==> src/rtl/mips_pkg.sv <==
// Shared definitions for the multicycle MIPS-subset controller and its ALU:
// controller state encoding, ALU control codes, opcode and funct constants.
package mips_pkg;

    localparam int unsigned ADDR_W     = 32;  // datapath width, informational
    localparam int unsigned ALU_CTRL_W = 4;
    localparam int unsigned OP_W       = 6;
    localparam int unsigned STATE_W    = 4;
    localparam int unsigned ALU_OP_W   = 2;

    typedef enum logic [STATE_W-1:0] {
        S_IDLE    = 4'd0,
        S_FETCH   = 4'd1,
        S_DECODE  = 4'd2,
        S_MEMADR  = 4'd3,
        S_MEMRD   = 4'd4,
        S_MEMWB   = 4'd5,
        S_MEMWR   = 4'd6,
        S_RTYPEEX = 4'd7,
        S_RTYPEWB = 4'd8,
        S_BEQEX   = 4'd9,
        S_ADDIEX  = 4'd10,
        S_ADDIWB  = 4'd11,
        S_JEX     = 4'd12,
        S_TRAP    = 4'd13
    } state_t;

    // ALU control codes, shared with the ALU
    localparam logic [ALU_CTRL_W-1:0] ALU_AND = 4'b0000;
    localparam logic [ALU_CTRL_W-1:0] ALU_OR  = 4'b0001;
    localparam logic [ALU_CTRL_W-1:0] ALU_ADD = 4'b0010;
    localparam logic [ALU_CTRL_W-1:0] ALU_SUB = 4'b0110;
    localparam logic [ALU_CTRL_W-1:0] ALU_SLT = 4'b0111;
    localparam logic [ALU_CTRL_W-1:0] ALU_NOR = 4'b1100;

    localparam logic [OP_W-1:0] OP_R    = 6'b000000;
    localparam logic [OP_W-1:0] OP_LW   = 6'b100011;
    localparam logic [OP_W-1:0] OP_SW   = 6'b101011;
    localparam logic [OP_W-1:0] OP_BEQ  = 6'b000100;
    localparam logic [OP_W-1:0] OP_ADDI = 6'b001000;
    localparam logic [OP_W-1:0] OP_J    = 6'b000010;

    localparam logic [OP_W-1:0] FN_ADD = 6'b100000;
    localparam logic [OP_W-1:0] FN_SUB = 6'b100010;
    localparam logic [OP_W-1:0] FN_AND = 6'b100100;
    localparam logic [OP_W-1:0] FN_OR  = 6'b100101;
    localparam logic [OP_W-1:0] FN_SLT = 6'b101010;
    localparam logic [OP_W-1:0] FN_NOR = 6'b100111;

    // Controller request to the ALU decoder
    localparam logic [ALU_OP_W-1:0] ALUOP_ADD   = 2'b00;
    localparam logic [ALU_OP_W-1:0] ALUOP_SUB   = 2'b01;
    localparam logic [ALU_OP_W-1:0] ALUOP_FUNCT = 2'b10;

endpackage

==> src/rtl/mc_control_if.sv <==
// Controller <-> datapath bundle.
// master: controller side (takes opcode/funct/zero, drives enables and selects).
// slave : datapath side.
interface mc_control_if;
    import mips_pkg::*;

    logic [OP_W-1:0]       opcode;
    logic [OP_W-1:0]       funct;
    logic                  zero;
    logic                  pc_en;
    logic                  iord;
    logic                  mem_read;
    logic                  mem_write;
    logic                  ir_write;
    logic                  mem_to_reg;
    logic                  reg_dst;
    logic                  reg_write;
    logic                  alu_src_a;
    logic [1:0]            alu_src_b;
    logic [1:0]            pc_src;
    logic [ALU_CTRL_W-1:0] alu_control;
    logic                  illegal;
    logic [STATE_W-1:0]    state_dbg;

    modport master (
        input  opcode, funct, zero,
        output pc_en, iord, mem_read, mem_write, ir_write, mem_to_reg, reg_dst,
               reg_write, alu_src_a, alu_src_b, pc_src, alu_control, illegal,
               state_dbg
    );

    modport slave (
        output opcode, funct, zero,
        input  pc_en, iord, mem_read, mem_write, ir_write, mem_to_reg, reg_dst,
               reg_write, alu_src_a, alu_src_b, pc_src, alu_control, illegal,
               state_dbg
    );

endinterface

==> src/rtl/alu_decode.sv <==
// ALU control decoder (combinational).
// Ports: funct (IR[5:0]), alu_op (request from controller) ->
//        alu_control (ALU code), funct_legal (0 for an unsupported funct).
// An unsupported funct yields ADD so the datapath sees a benign operation.
module alu_decode
    import mips_pkg::*;
(
    input  logic [OP_W-1:0]       funct,
    input  logic [ALU_OP_W-1:0]   alu_op,
    output logic [ALU_CTRL_W-1:0] alu_control,
    output logic                  funct_legal
);

    always_comb begin
        alu_control = ALU_ADD;
        funct_legal = 1'b1;
        case (alu_op)
            ALUOP_SUB:   alu_control = ALU_SUB;
            ALUOP_FUNCT: begin
                case (funct)
                    FN_ADD:  alu_control = ALU_ADD;
                    FN_SUB:  alu_control = ALU_SUB;
                    FN_AND:  alu_control = ALU_AND;
                    FN_OR:   alu_control = ALU_OR;
                    FN_SLT:  alu_control = ALU_SLT;
                    FN_NOR:  alu_control = ALU_NOR;
                    default: funct_legal = 1'b0;
                endcase
            end
            default: alu_control = ALU_ADD;
        endcase
    end

endmodule

==> src/rtl/mc_control.sv <==
// Multicycle main controller for the single-ALU MIPS-subset datapath.
// Ports: clk, rst_n (async, active-low), bus (mc_control_if.master):
//   in : opcode, funct, zero
//   out: datapath enables, mux selects, alu_control, illegal pulse, state_dbg
// Outputs are Moore-decoded from the state register, so an asynchronous reset
// clears them immediately; pc_en in BEQEX follows the zero input directly.
module mc_control
    import mips_pkg::*;
(
    input  logic         clk,
    input  logic         rst_n,
    mc_control_if.master bus
);

    state_t                state;
    state_t                state_next;
    logic [ALU_OP_W-1:0]   alu_op;
    logic [ALU_CTRL_W-1:0] dec_ctrl;
    logic                  funct_legal;

    // ALU request per state; everything except R-type and BEQ adds
    assign alu_op = (state == S_RTYPEEX) ? ALUOP_FUNCT :
                    (state == S_BEQEX)   ? ALUOP_SUB   : ALUOP_ADD;

    alu_decode u_alu_decode (
        .funct       (bus.funct),
        .alu_op      (alu_op),
        .alu_control (dec_ctrl),
        .funct_legal (funct_legal)
    );

    // State register
    always_ff @(posedge clk or negedge rst_n) begin
        if (!rst_n) state <= S_IDLE;
        else        state <= state_next;
    end

    // Next-state logic
    always_comb begin
        state_next = S_FETCH;
        case (state)
            S_IDLE:   state_next = S_FETCH;
            S_FETCH:  state_next = S_DECODE;
            S_DECODE: begin
                case (bus.opcode)
                    OP_LW, OP_SW: state_next = S_MEMADR;
                    OP_R:         state_next = S_RTYPEEX;
                    OP_BEQ:       state_next = S_BEQEX;
                    OP_ADDI:      state_next = S_ADDIEX;
                    OP_J:         state_next = S_JEX;
                    default:      state_next = S_TRAP;
                endcase
            end
            S_MEMADR:  state_next = (bus.opcode == OP_LW) ? S_MEMRD : S_MEMWR;
            S_MEMRD:   state_next = S_MEMWB;
            S_RTYPEEX: state_next = funct_legal ? S_RTYPEWB : S_TRAP;
            S_ADDIEX:  state_next = S_ADDIWB;
            default:   state_next = S_FETCH;
        endcase
    end

    // Output decode
    always_comb begin
        bus.pc_en       = 1'b0;
        bus.iord        = 1'b0;
        bus.mem_read    = 1'b0;
        bus.mem_write   = 1'b0;
        bus.ir_write    = 1'b0;
        bus.mem_to_reg  = 1'b0;
        bus.reg_dst     = 1'b0;
        bus.reg_write   = 1'b0;
        bus.alu_src_a   = 1'b0;
        bus.alu_src_b   = 2'b00;
        bus.pc_src      = 2'b00;
        bus.alu_control = '0;
        bus.illegal     = 1'b0;
        bus.state_dbg   = state;
        case (state)
            S_FETCH: begin
                bus.mem_read    = 1'b1;
                bus.ir_write    = 1'b1;
                bus.alu_src_b   = 2'b01;
                bus.alu_control = dec_ctrl;
                bus.pc_en       = 1'b1;
            end
            S_DECODE: begin
                bus.alu_src_b   = 2'b11;
                bus.alu_control = dec_ctrl;
            end
            S_MEMADR, S_ADDIEX: begin
                bus.alu_src_a   = 1'b1;
                bus.alu_src_b   = 2'b10;
                bus.alu_control = dec_ctrl;
            end
            S_MEMRD: begin
                bus.mem_read = 1'b1;
                bus.iord     = 1'b1;
            end
            S_MEMWB: begin
                bus.reg_write  = 1'b1;
                bus.mem_to_reg = 1'b1;
            end
            S_MEMWR: begin
                bus.mem_write = 1'b1;
                bus.iord      = 1'b1;
            end
            S_RTYPEEX: begin
                bus.alu_src_a   = 1'b1;
                bus.alu_control = dec_ctrl;
            end
            S_RTYPEWB: begin
                bus.reg_write = 1'b1;
                bus.reg_dst   = 1'b1;
            end
            S_BEQEX: begin
                bus.alu_src_a   = 1'b1;
                bus.alu_control = dec_ctrl;
                bus.pc_src      = 2'b01;
                bus.pc_en       = bus.zero;
            end
            S_ADDIWB: bus.reg_write = 1'b1;
            S_JEX: begin
                bus.pc_src = 2'b10;
                bus.pc_en  = 1'b1;
            end
            S_TRAP:  bus.illegal = 1'b1;
            default: bus.illegal = 1'b0;
        endcase
    end

endmodule

==> src/flat_wrapper.sv <==
// flat-port wrapper written by rule: the top's interface ports become plain ports
module mc_control_flat import mips_pkg::*;
  (clk, rst_n, bus_opcode, bus_funct, bus_zero, bus_pc_en, bus_iord, bus_mem_read, bus_mem_write, bus_ir_write, bus_mem_to_reg, bus_reg_dst, bus_reg_write, bus_alu_src_a, bus_alu_src_b, bus_pc_src, bus_alu_control, bus_illegal, bus_state_dbg);
  mc_control_if bus_i ();
  input  logic clk;
  input  logic rst_n;
  input wire logic [$bits(bus_i.opcode)-1:0] bus_opcode;
  input wire logic [$bits(bus_i.funct)-1:0] bus_funct;
  input wire logic [$bits(bus_i.zero)-1:0] bus_zero;
  output wire logic [$bits(bus_i.pc_en)-1:0] bus_pc_en;
  output wire logic [$bits(bus_i.iord)-1:0] bus_iord;
  output wire logic [$bits(bus_i.mem_read)-1:0] bus_mem_read;
  output wire logic [$bits(bus_i.mem_write)-1:0] bus_mem_write;
  output wire logic [$bits(bus_i.ir_write)-1:0] bus_ir_write;
  output wire logic [$bits(bus_i.mem_to_reg)-1:0] bus_mem_to_reg;
  output wire logic [$bits(bus_i.reg_dst)-1:0] bus_reg_dst;
  output wire logic [$bits(bus_i.reg_write)-1:0] bus_reg_write;
  output wire logic [$bits(bus_i.alu_src_a)-1:0] bus_alu_src_a;
  output wire logic [$bits(bus_i.alu_src_b)-1:0] bus_alu_src_b;
  output wire logic [$bits(bus_i.pc_src)-1:0] bus_pc_src;
  output wire logic [$bits(bus_i.alu_control)-1:0] bus_alu_control;
  output wire logic [$bits(bus_i.illegal)-1:0] bus_illegal;
  output wire logic [$bits(bus_i.state_dbg)-1:0] bus_state_dbg;
  assign bus_i.opcode = bus_opcode;
  assign bus_i.funct = bus_funct;
  assign bus_i.zero = bus_zero;
  assign bus_pc_en = bus_i.pc_en;
  assign bus_iord = bus_i.iord;
  assign bus_mem_read = bus_i.mem_read;
  assign bus_mem_write = bus_i.mem_write;
  assign bus_ir_write = bus_i.ir_write;
  assign bus_mem_to_reg = bus_i.mem_to_reg;
  assign bus_reg_dst = bus_i.reg_dst;
  assign bus_reg_write = bus_i.reg_write;
  assign bus_alu_src_a = bus_i.alu_src_a;
  assign bus_alu_src_b = bus_i.alu_src_b;
  assign bus_pc_src = bus_i.pc_src;
  assign bus_alu_control = bus_i.alu_control;
  assign bus_illegal = bus_i.illegal;
  assign bus_state_dbg = bus_i.state_dbg;
  mc_control u_core (.clk(clk), .rst_n(rst_n), .bus(bus_i));
endmodule
==> config.mk <==
export PLATFORM = sky130hd
export DESIGN_NAME = mc_control_flat
export DESIGN_NICKNAME = d
export VERILOG_FILES = /design/src/rtl/mips_pkg.sv /design/src/rtl/mc_control_if.sv /design/src/rtl/alu_decode.sv /design/src/rtl/mc_control.sv /design/src/flat_wrapper.sv
export SDC_FILE = /design/constraint.sdc
export NUM_CORES = 1
export LEC_CHECK = 0
export CORE_MARGIN = 4
export CORE_UTILIZATION = 36
export CTS_BUF_LIST = sky130_fd_sc_hd__clkbuf_2
export DETAILED_ROUTE_END_ITERATION = 10
export PLACE_DENSITY = 0.8
export SLEW_MARGIN = 20
export SYNTH_ARGS = -nofsm -noshare
export SYNTH_HDL_FRONTEND = slang
export SYNTH_SLANG_ARGS = --single-unit
export TNS_END_PERCENT = 30
==> constraint.sdc <==
create_clock -name clk -period 1.8 [get_ports clk]
set_input_delay 0.45 -clock clk [delete_from_list [all_inputs] [get_ports clk]]
set_output_delay 0.45 -clock clk [all_outputs]
set_load 0.02 [all_outputs]
# --- After elaboration in Yosys (flattened, before gate mapping) ---
# Index checks and enable logic that the tools add are counted.
op_classes:
  eq_ne: 26
  reduce_logical: 10
  muxes: 23
ops:
  columns: ["operator", "n"]
  rows:
  - ["== test 6 bit, second input constant", 8]
  - ["case mux 4 bit (5 select lines)", 2]
  - ["== test 4 bit, second input constant", 6]
  - ["case mux 4 bit (6 select lines)", 1]
  - ["== test 4 x 3 -> 1 bit, second input constant", 4]
  - ["two-way mux 1 bit", 12]
  - ["OR reduction 6 bit", 2]
  - ["OR reduction 2 bit", 5]
  - ["== test 4 x 2 -> 1 bit, second input constant", 2]
  - ["case mux 4 bit (2 select lines)", 1]
  - ["== test 6 x 2 -> 1 bit, second input constant", 1]
  - ["== test 6 x 3 -> 1 bit, second input constant", 1]
  - ["== test 6 x 4 -> 1 bit, second input constant", 1]
  - ["logical NOT 6 bit", 1]
  - ["case mux 2 bit (3 select lines)", 1]
  - ["== test 4 x 1 -> 1 bit, second input constant", 1]
  - ["two-way mux 2 bit", 2]
  - ["two-way mux 4 bit", 1]
  - ["case mux 2 bit (2 select lines)", 1]
  - ["OR reduction 4 bit", 1]
  - ["two-way mux 3 bit", 1]
  - ["OR reduction 3 bit", 1]
  - ["== test 2 x 1 -> 1 bit, second input constant", 1]
  - ["== test 2 bit, second input constant", 1]
  - ["case mux 1 bit (2 select lines)", 1]
totals:
  register_bits: 4
  inputBits: 15
  out_inout_bits: 22

# --- Longest topological paths before layout ---
# Gate-level depths: netlist of run 1.
depth:
  word_depth: 7
  depth_mapped: 5

# --- By module ---
# From an unflattened synthesis of run 1, not the netlist that was laid out.
unflattened:
  hier_cells: 97
  area_unflattened_um2: 669.4
by_module_without_submodules:
  columns: ["module", "area_each_um2", "n_inst", "cells_each", "seq_area_each_um2"]
  rows:
  - ["mc_control", 506.7, 1, 73, 100.1]
  - ["alu_decode", 162.7, 1, 24, 0.0]

# --- Worst setup path after synthesis of run 1 ---
# Ideal clock, no wire load.
synth_path:
  kind: "flip-flop to output port"
  start: "register u_core.state[0] (netlist: u_core.bus.state_dbg[0])"
  end: "output bus_alu_src_b[0]"
  arrival_time_ps: 1603
  t_required_ps: 1350
  path_buffers: 2
  setup_slack_ps: -253
  stages_incl_launch_ff: 5
  cell_sequence: "dfrtp_1 clkbuf_1 buf_2 nand2b_1 a211oi_1"
synth_via:
  elab_chain_cells: 3
  word_cells_on_any_way: 6
  classes_between: "4 x eq/ne; 1 x mux; 1 x reduce/logical"
synth_rtl:
  columns: ["item", "line", "text"]
  rows:
  - ["start: declaration", "mc_control.sv:15", "state_t state;"]
  - ["start signal: assignment", "mc_control.sv:35", "else state <= state_next;"]
  - ["== test 4 x 2 -> 1 bit or == test 4 bit (tied branches)", "mc_control.sv:78", "case (state)"]
  - ["OR reduction 2 bit", "mc_control.sv:78", null]
  - ["case mux 2 bit (3 select lines) (*)", "mc_control.sv:78", null]
  - ["end: declaration", "flat_wrapper.sv:19", "output wire logic [$bits(bus_i.alu_src_b)-1:0] bus_alu_src_b;"]
# Mark *: on every way between the ends. The rest lies on a longest branch, timed or not.

# --- Final worst setup path of run 1 ---
layout_path:
  start: "register u_core.state[3] (netlist: u_core.bus.state_dbg[3])"
  end: "output bus_reg_write"
layout_via:
  elab_chain_cells: 3
  word_cells_on_any_way: 5
  classes_between: "3 x eq/ne; 1 x mux; 1 x reduce/logical"
layout_rtl:
  columns: ["item", "line", "text"]
  rows:
  - ["== test 4 x 3 -> 1 bit or == test 4 bit (tied branches)", "mc_control.sv:78", null]
  - ["OR reduction 3 bit (no line) (*)", null, null]
  - ["two-way mux 1 bit (*)", "mc_control.sv:78", null]
  - ["end: declaration", "flat_wrapper.sv:17", "output wire logic [$bits(bus_i.reg_write)-1:0] bus_reg_write;"]
# Marked as above.

==> results of run 1 <==
Yosys cell counts (all sizes together):
| cell | instances |
|---|---|
| nor3 | 4 |
| mux2i | 2 |
| xnor2 | 3 |
| nand2 | 6 |
| nand3 | 2 |
| o32ai | 2 |
| nor2 | 14 |
| o22ai | 2 |
| nor2b | 2 |
| a211o | 2 |
| or4 | 2 |
| nand3b | 2 |
| o22a | 1 |
| o21ai | 3 |
| clkbuf | 3 |
| inv | 2 |
| nand2b | 8 |
| a21oi | 4 |
| o221ai | 2 |
| a21o | 1 |
| nor4 | 1 |
| o211ai | 1 |
| and3 | 1 |
| o21a | 2 |
| buf | 2 |
| a41o | 1 |
| a211oi | 1 |
| or3 | 2 |
| mux2 | 1 |
| dfrtp | 4 |
power by group through the flow:
| stage | combinational (mW) | sequential, mW | clock (mW) |
|---|---|---|---|
| global route | 1.55 | 0.205 | 0.0898 |
| detailed placement | 1.44 | 0.173 | 0 |
| CTS | 1.35 | 0.173 | 0.0794 |
| finish | 1.42 | 0.195 | 0.0820 |
| global placement | 1.43 | 0.173 | 0 |
| floorplan | 0.702 | 0.217 | 0 |
layer usage:
layer  GRT usage  vias up  share of wire
met2       0.396       32           0.54
met5           0        -              0
met3      0.0376        5          0.059
met1       0.235      401           0.38
met4       0.129        0          0.016
li1            -      427              -
cell usage in the layout, fill, tap and decap left out, drive strengths merged, types with 2 or more instances in the layout:
cell,instances
nor2,14
or4,2
dfrtp,4
nand2,6
or3,2
dlygate4sd2,5
o21ai,3
a211o,2
nor2b,2
xnor2,3
nand2b,8
inv,2
nand3,2
nor3,4
nand3b,2
clkdlybuf4s15,2
o22ai,2
o21a,2
o221ai,2
clkdlybuf4s50,6
mux2i,2
clkbuf,9
buf,42
o32ai,2
a21oi,4
through the flow:
step                hold WS [ns]  std cells   util
floorplan                  0.154         83      -
finish                     0.428        158  0.755
CTS                        0.440        159  0.756
global route               0.433        158  0.755
global placement           0.652        154  0.745
detailed placement         0.657        154  0.745
critical path, stage by stage, from the launching register on:
cell and delay (ns):
dfrtp_1 0.40, nand2b_1 0.19, buf_4 0.17, mux2i_1 0.12, a21o_1 0.12, buf_2 0.15
kinds of logic after synthesis:
group / count (synthesis) / synth area share
AO/OA/AOI/OAI: 22 / 0.277
XOR/XNOR: 3 / 0.0466
buffers and inverters: 7 / 0.0488
flip-flops: 4 / 0.177
multiplexers: 3 / 0.0554
AND/OR/NAND/NOR: 44 / 0.395
worst max-delay path by stage:
stage | startpoint | to | slack [ns] | depth (start not counted)
final | u_core.bus.state_dbg[3] | bus_reg_write | -0.02 | 5
after global routing | u_core.bus.state_dbg[3] | bus_alu_src_a | -0.09 | 6
after CTS | u_core.bus.state_dbg[0] | bus_alu_src_b[0] | -0.07 | 3
after detailed placement | bus_funct[0] | bus_alu_control[1] | -0.77 | 5
after global placement | bus_funct[0] | bus_alu_control[1] | -0.74 | 5
after floorplan | u_core.bus.state_dbg[1] | bus_reg_write | -0.19 | 3
timing repair:
item	4_1_cts	5_1_grt
hold buffers	0	0
buffers inserted	2	0
pin swaps	8	5
resized for setup	98	33
endpoints found under the setup margin	23	19
final cells by class:
cell class,count,share of cell area
sequential,4,0.0912
multi-input combinational,72,0.451
clock buffer,3,0.0133
tap,16,0.0178
inverter,2,0.00667
timing repair buffer,61,0.420
==> key figures, run 1 <==
Outcome
  – Outcome: complete, but fails checks
  – Failing checks: negative setup slack

Place
  – Port bufs: 36
  – Detail Placement HPWL: 1630 microns
  – Area after DPL: 0.00111 sq mm
  – Post-place setup slack: -0.774 ns
  – Placer Congestion: ~0.86

Layout
  – Fillers: 140
  – FF/Latch Area: 103 sq um
  – Layout cells sized above 1: 0.472
  – Multi-input gate area: 507 sq um
  – Diodes inserted: 0
  – Final instance area: 0.00112 sq mm
  – Area Growth Syn to Fin: 99.3%
  – Max reg flops: 4
  – Nets: 159

Power
  – Seq pwr share: 0.115
  – Clock power share: 0.048
  – Peak VDD IR: 1.07 mV
  – Net load switching power: a little under 0.9 mW
  – Switching Share: 0.515
  – Comb pwr share: 0.837
  – Cell Pwr Density: 1510 mW/mm^2
  – Pleak: 0.547 nW
  – P_int: ~0.82 mW
  – PnR Total Power: 1.70 mW

GRT
  – Largest net degree at the start of global routing: 15
  – Number of global-route vias before repair: a little under 900
  – GRT Util Overall: 0.219
  – GRT overflow: 0
  – Initial antenna violation count: 0
  – Global-route wire length before repair: 3560 microns

Floorplanning
  – Core ar.: 0.00149 sq mm
  – Horiz. Die Dim: 47.6 microns
  – # IOs: 37
  – Std cell rows: 14
  – Starting Density: 0.379
  – DIE AREA: 0.00226 sq mm
  – Vert. Die Dim: 47.6 microns

STA
  – Max-slew violations: 0
  – Crit path time final: 1.82 ns
  – Worst Skew: between 0.008 and 0.009 ns
  – RSZ-0062 raised after global routing: true
  – Final period utilization: 1.01
  – Setup WS post-layout: -0.0214 ns
  – Max Clk Rate: between 0.5 and 0.6 GHz
  – # setup viols final: 2
  – Fin. Hold Viols: 0
  – Setup TNS: -0.0366 ns
  – Max-slew headroom: 0.835
  – Worst slew pin tran: 0.245 ns

Worst setup path
  – R2R Path Start: u_core.bus.state_dbg[3]
  – Reg2reg setup slack: 0.06 ns
  – Worst endpoint data arrival time: 1.37 ns
  – Largest fanout on the critical path: 6
  – Critical R2R Capture: u_core.bus.state_dbg[0]
  – CP Capture Type: output pin
  – WP data required: about 1.4 ns
  – Startpoint types: flop
  – Setup Crit Path Kind: reg -> out
  – R2R depth: 6

Synthesis
  – Yosys warns: 0
  – Post-synth top area share: 0.177
  – Area contributors post-synth: dfrtp_1, nor2_1, nand2b_1, xnor2_1, nand2_1
  – Dominant cell type by area after synthesis: dfrtp_1
  – Mapped Area: 564 sq um
  – Post-synth net total: 98
  – Post-synthesis sequential area ratio: 0.177
  – Mapped Avg Cell Area: 6.80 sq um
  – Library cells used by synthesis: 32
  – Post-Synthesis Cells: 83
  – Count of state elements after synthesis: 4

Clocking
  – Clock buffer depth: 2
  – CTS Buf Count: 3
  – Clk_lat worst skew: ~0.21 ns
  – Clock transition at the registers of the reported paths: 0.05 ns
  – CTS tree: done
  – Root Driver: clkbuf_2
  – Sink Count: 4
  – H-tree Lvls: 1

Route
  – Drt via density: 5.47
  – Via count: 865
  – ANT nets after route: 0
  – Avg WL per Cell: 14.2 microns
  – DRC: 0
  – 1st-iter DRT viols: 10
  – Drt pass-1 iters: 4
  – Post-Route WL: 2250 microns

Run
  – Max-cap violations: 0

Min path
  – Worst Hold Class: in -> async
(Power assumes the default switching activity.)
==> run 2: changes to the inputs <==
--- a/config.mk
+++ b/config.mk
@@ -9,7 +9,7 @@
 export CORE_UTILIZATION = 36
 export CTS_BUF_LIST = sky130_fd_sc_hd__clkbuf_2
 export DETAILED_ROUTE_END_ITERATION = 10
-export PLACE_DENSITY = 0.8
+export PLACE_DENSITY = 0.81
 export SLEW_MARGIN = 20
 export SYNTH_ARGS = -nofsm -noshare
 export SYNTH_HDL_FRONTEND = slang
==> key figures, run 2 (same netlist as run 1, synthesis figures left out) <==
Layout
  – Max reg flops: 4 (unchanged)
  – Diodes inserted: 0 (unchanged)
  – Most frequent cells in the layout: buf_4, nor2_1, buf_2, clkdlybuf4s50_1, buf_6 (was buf_4, nor2_1, clkbuf_2)
  – Fin cells: 163 (was 158)
  – Nets: 164 (was 159)
  – Area Growth Syn to Fin: 112% (was 99.3%)
  – Post-layout util: 0.804 (was 0.755)
  – Layout cells sized above 1: 0.497 (was 0.472)
  – Most common cell after layout, fill and taps aside: buf_4 (unchanged)

Floorplanning
  – Core ar.: 0.00149 sq mm (unchanged)
  – DIE AREA: 0.00226 sq mm (unchanged)
  – # IOs: 37 (unchanged)
  – Starting Density: 0.379 (unchanged)
  – Std cell rows: 14 (unchanged)
  – Horiz. Die Dim: 47.6 microns (unchanged)
  – Vert. Die Dim: 47.6 microns (unchanged)

Worst setup path
  – R2R Path Start: u_core.bus.state_dbg[3] (unchanged)
  – Worst Setup SP: u_core.bus.state_dbg[3] (unchanged)
  – Crit-path cells: buf_6 > buf_6 > buf_6 > or3_4 > or4_4 > o22ai_2 > nand2_1 (was nand2b_1 > buf_4 > mux2i_1 > a21o_1 > buf_2)
  – Crit path buffers/inverters: 3 (was 2)
  – R2R depth: 7 (was 6)
  – Largest delay share family, worst path: simple AND/OR/NAND/NOR gates (was flip-flops)
  – WP data required: 1.91 ns (was 1.35 ns)
  – Startpoint types: flop (unchanged)
  – Worst endpoint data arrival time: 1.98 ns (was 1.37 ns)
  – Largest fanout on the critical path: 5 (was 6)
  – CP max-delay cell: or4_4 (was dfrtp_1)
  – CP Capture Type: flop (was output pin)
  – Critical R2R Capture: u_core.bus.state_dbg[0] (unchanged)
  – Max stage delay on crit path: 0.42 ns (was 0.40 ns)
  – CP most frequent cell: buf_6
  – Reg2reg setup slack: -0.08 ns (was 0.06 ns)
  – Setup Crit Path Kind: reg -> reg (was reg -> out)

Clocking
  – Clock transition at the registers of the reported paths: 0.06 ns (was 0.05 ns)
  – Clock buffer depth: 2 (unchanged)
  – H-tree Lvls: 1 (unchanged)
  – Sink Count: 4 (unchanged)
  – CTS Buf Count: 3 (unchanged)
  – Root Driver: clkbuf_2 (unchanged)
  – CTS tree: done (unchanged)
  – Hold Buf Count CTS: 0 (unchanged)
  – Clk_lat worst skew: 0.24 ns (was 0.21 ns)

Place
  – Port bufs: 36 (unchanged)
  – Placed instance count: 156 (was 154)
  – Placer Congestion: 0.869 (was 0.859)
  – Detail Placement HPWL: 1700 microns (was 1630 microns)

Run
  – Max-cap violations: 0 (unchanged)

STA
  – Worst slew pin tran: 0.225 ns (was 0.245 ns)
  – Max-slew violations: 0 (unchanged)
  – Final period utilization: 1.04 (was 1.01)
  – Max Clk Rate: 0.533 GHz (was 0.549 GHz)
  – Setup TNS: -0.258 ns (was -0.0366 ns)
  – Crit path time final: 1.88 ns (was 1.82 ns)
  – Fin. Hold Viols: 0 (unchanged)
  – Worst Skew: 0.0200 ns (was 0.00900 ns)
  – # setup viols final: 8 (was 2)
  – RSZ-0062 raised after global routing: true (unchanged)
  – Min Hold Slack: 0.399 ns (was 0.428 ns)
  – Max-slew headroom: 0.849 (was 0.835)
  – Setup WS post-layout: -0.0757 ns (was -0.0214 ns)

Route
  – DRC: 0 (unchanged)
  – Post-Route WL: 2480 microns (was 2250 microns)
  – Drt pass-1 iters: 4 (unchanged)
  – Drt via density: 5.53 (was 5.47)
  – Avg WL per Cell: 15.2 microns (was 14.2 microns)
  – ANT nets after route: 0 (unchanged)
  – 1st-iter DRT viols: 36 (was 10)
  – Via count: 901 (was 865)

GRT
  – Number of global-route vias before repair: 835 (was 872)
  – Global-route wire length before repair: 3510 microns (was 3560 microns)
  – Initial antenna violation count: 0 (unchanged)
  – GRT Util Overall: 0.219 (about the same)
  – Largest net degree at the start of global routing: 14 (was 15)
  – GRT overflow: 0 (unchanged)

Power
  – Pleak: 0.572 nW (was 0.547 nW)
  – PnR Total Power: 1.86 mW (was 1.70 mW)
  – Peak VDD IR: 1.13 mV (was 1.07 mV)
  – Cell Pwr Density: 1550 mW/mm^2 (was 1510 mW/mm^2)

Outcome
  – Failing checks: negative setup slack (unchanged)
  – Outcome: complete, but fails checks (unchanged)

Min path
  – Worst Hold Class: in -> async (unchanged)
-- run 2: cell count changes in the layout (fill, tap and decap cells not counted), sizes merged --
cell,delta
clkbuf,-4
clkdlybuf4s50,+2
buf,+6
clkdlybuf4s15,+1
-- run 2: metrics by stage --
| stage | instance area, sq um | setup WS, ns |
|---|---|---|
| 6_report | 1200 | -0.0757 |
| 5_1_grt | 1200 | -0.134 |
| 4_1_cts | 1160 | -0.107 |
| 3_5_place_dp | 1120 | -0.803 |
| 3_3_place_gp | 1120 | -0.730 |
| 2_1_floorplan | 569 | -0.187 |
-- run 2: worst max-delay path by stage --
stage / end / slack, ns / cells past startpoint
3_3_place_gp: bus_alu_control[1] / -0.73 / 5
6_report: u_core.bus.state_dbg[0] / -0.08 / 7
4_1_cts: u_core.bus.state_dbg[0] / -0.11 / 7
5_1_grt: u_core.bus.state_dbg[0] / -0.13 / 7
3_5_place_dp: bus_alu_control[1] / -0.80 / 5
2_1_floorplan: bus_reg_write / -0.19 / 3
-- run 2: report_power, final --
part / internal, mW / total, mW / switching, mW
combinational: 0.750 / 1.59 / 0.838
sequential: 0.131 / 0.178 / 0.0470
clock: 0.0449 / 0.0935 / 0.0486
-- run 2: repair_timing --
item,in CTS,in global routing
endpoints found under the setup margin,22,22
cloned,1,0
resized for setup,104,29
setup buffers,1,2
pin swaps,16,5
-- run 2: final cells by class --
class                   count  area, sq um
clock buffers               3         15.0
flip-flops and latches      4          100
fillers                   111          292
repair buffers             66          537
inverters                   2         7.51
multi-input cells          72          518
well taps                  16         20.0
-- run 2: layer usage --
layer | global-route usage | part of all wire | up-vias
li1 | - | - | 437
met1 | 0.224 | 0.36 | 421
met2 | 0.425 | 0.55 | 39
met3 | 0.0263 | 0.067 | 4
met4 | 0.113 | 0.022 | 0
met5 | 0 | 0 | -
==> run 3: changes to the inputs <==
--- a/config.mk
+++ b/config.mk
@@ -5,6 +5,7 @@
 export SDC_FILE = /design/constraint.sdc
 export NUM_CORES = 1
 export LEC_CHECK = 0
+export CAP_MARGIN = 15
 export CORE_MARGIN = 4
 export CORE_UTILIZATION = 36
 export CTS_BUF_LIST = sky130_fd_sc_hd__clkbuf_2
==> results of run 3 <==
Final layout, timing and power as in run 2 (identical DEF).
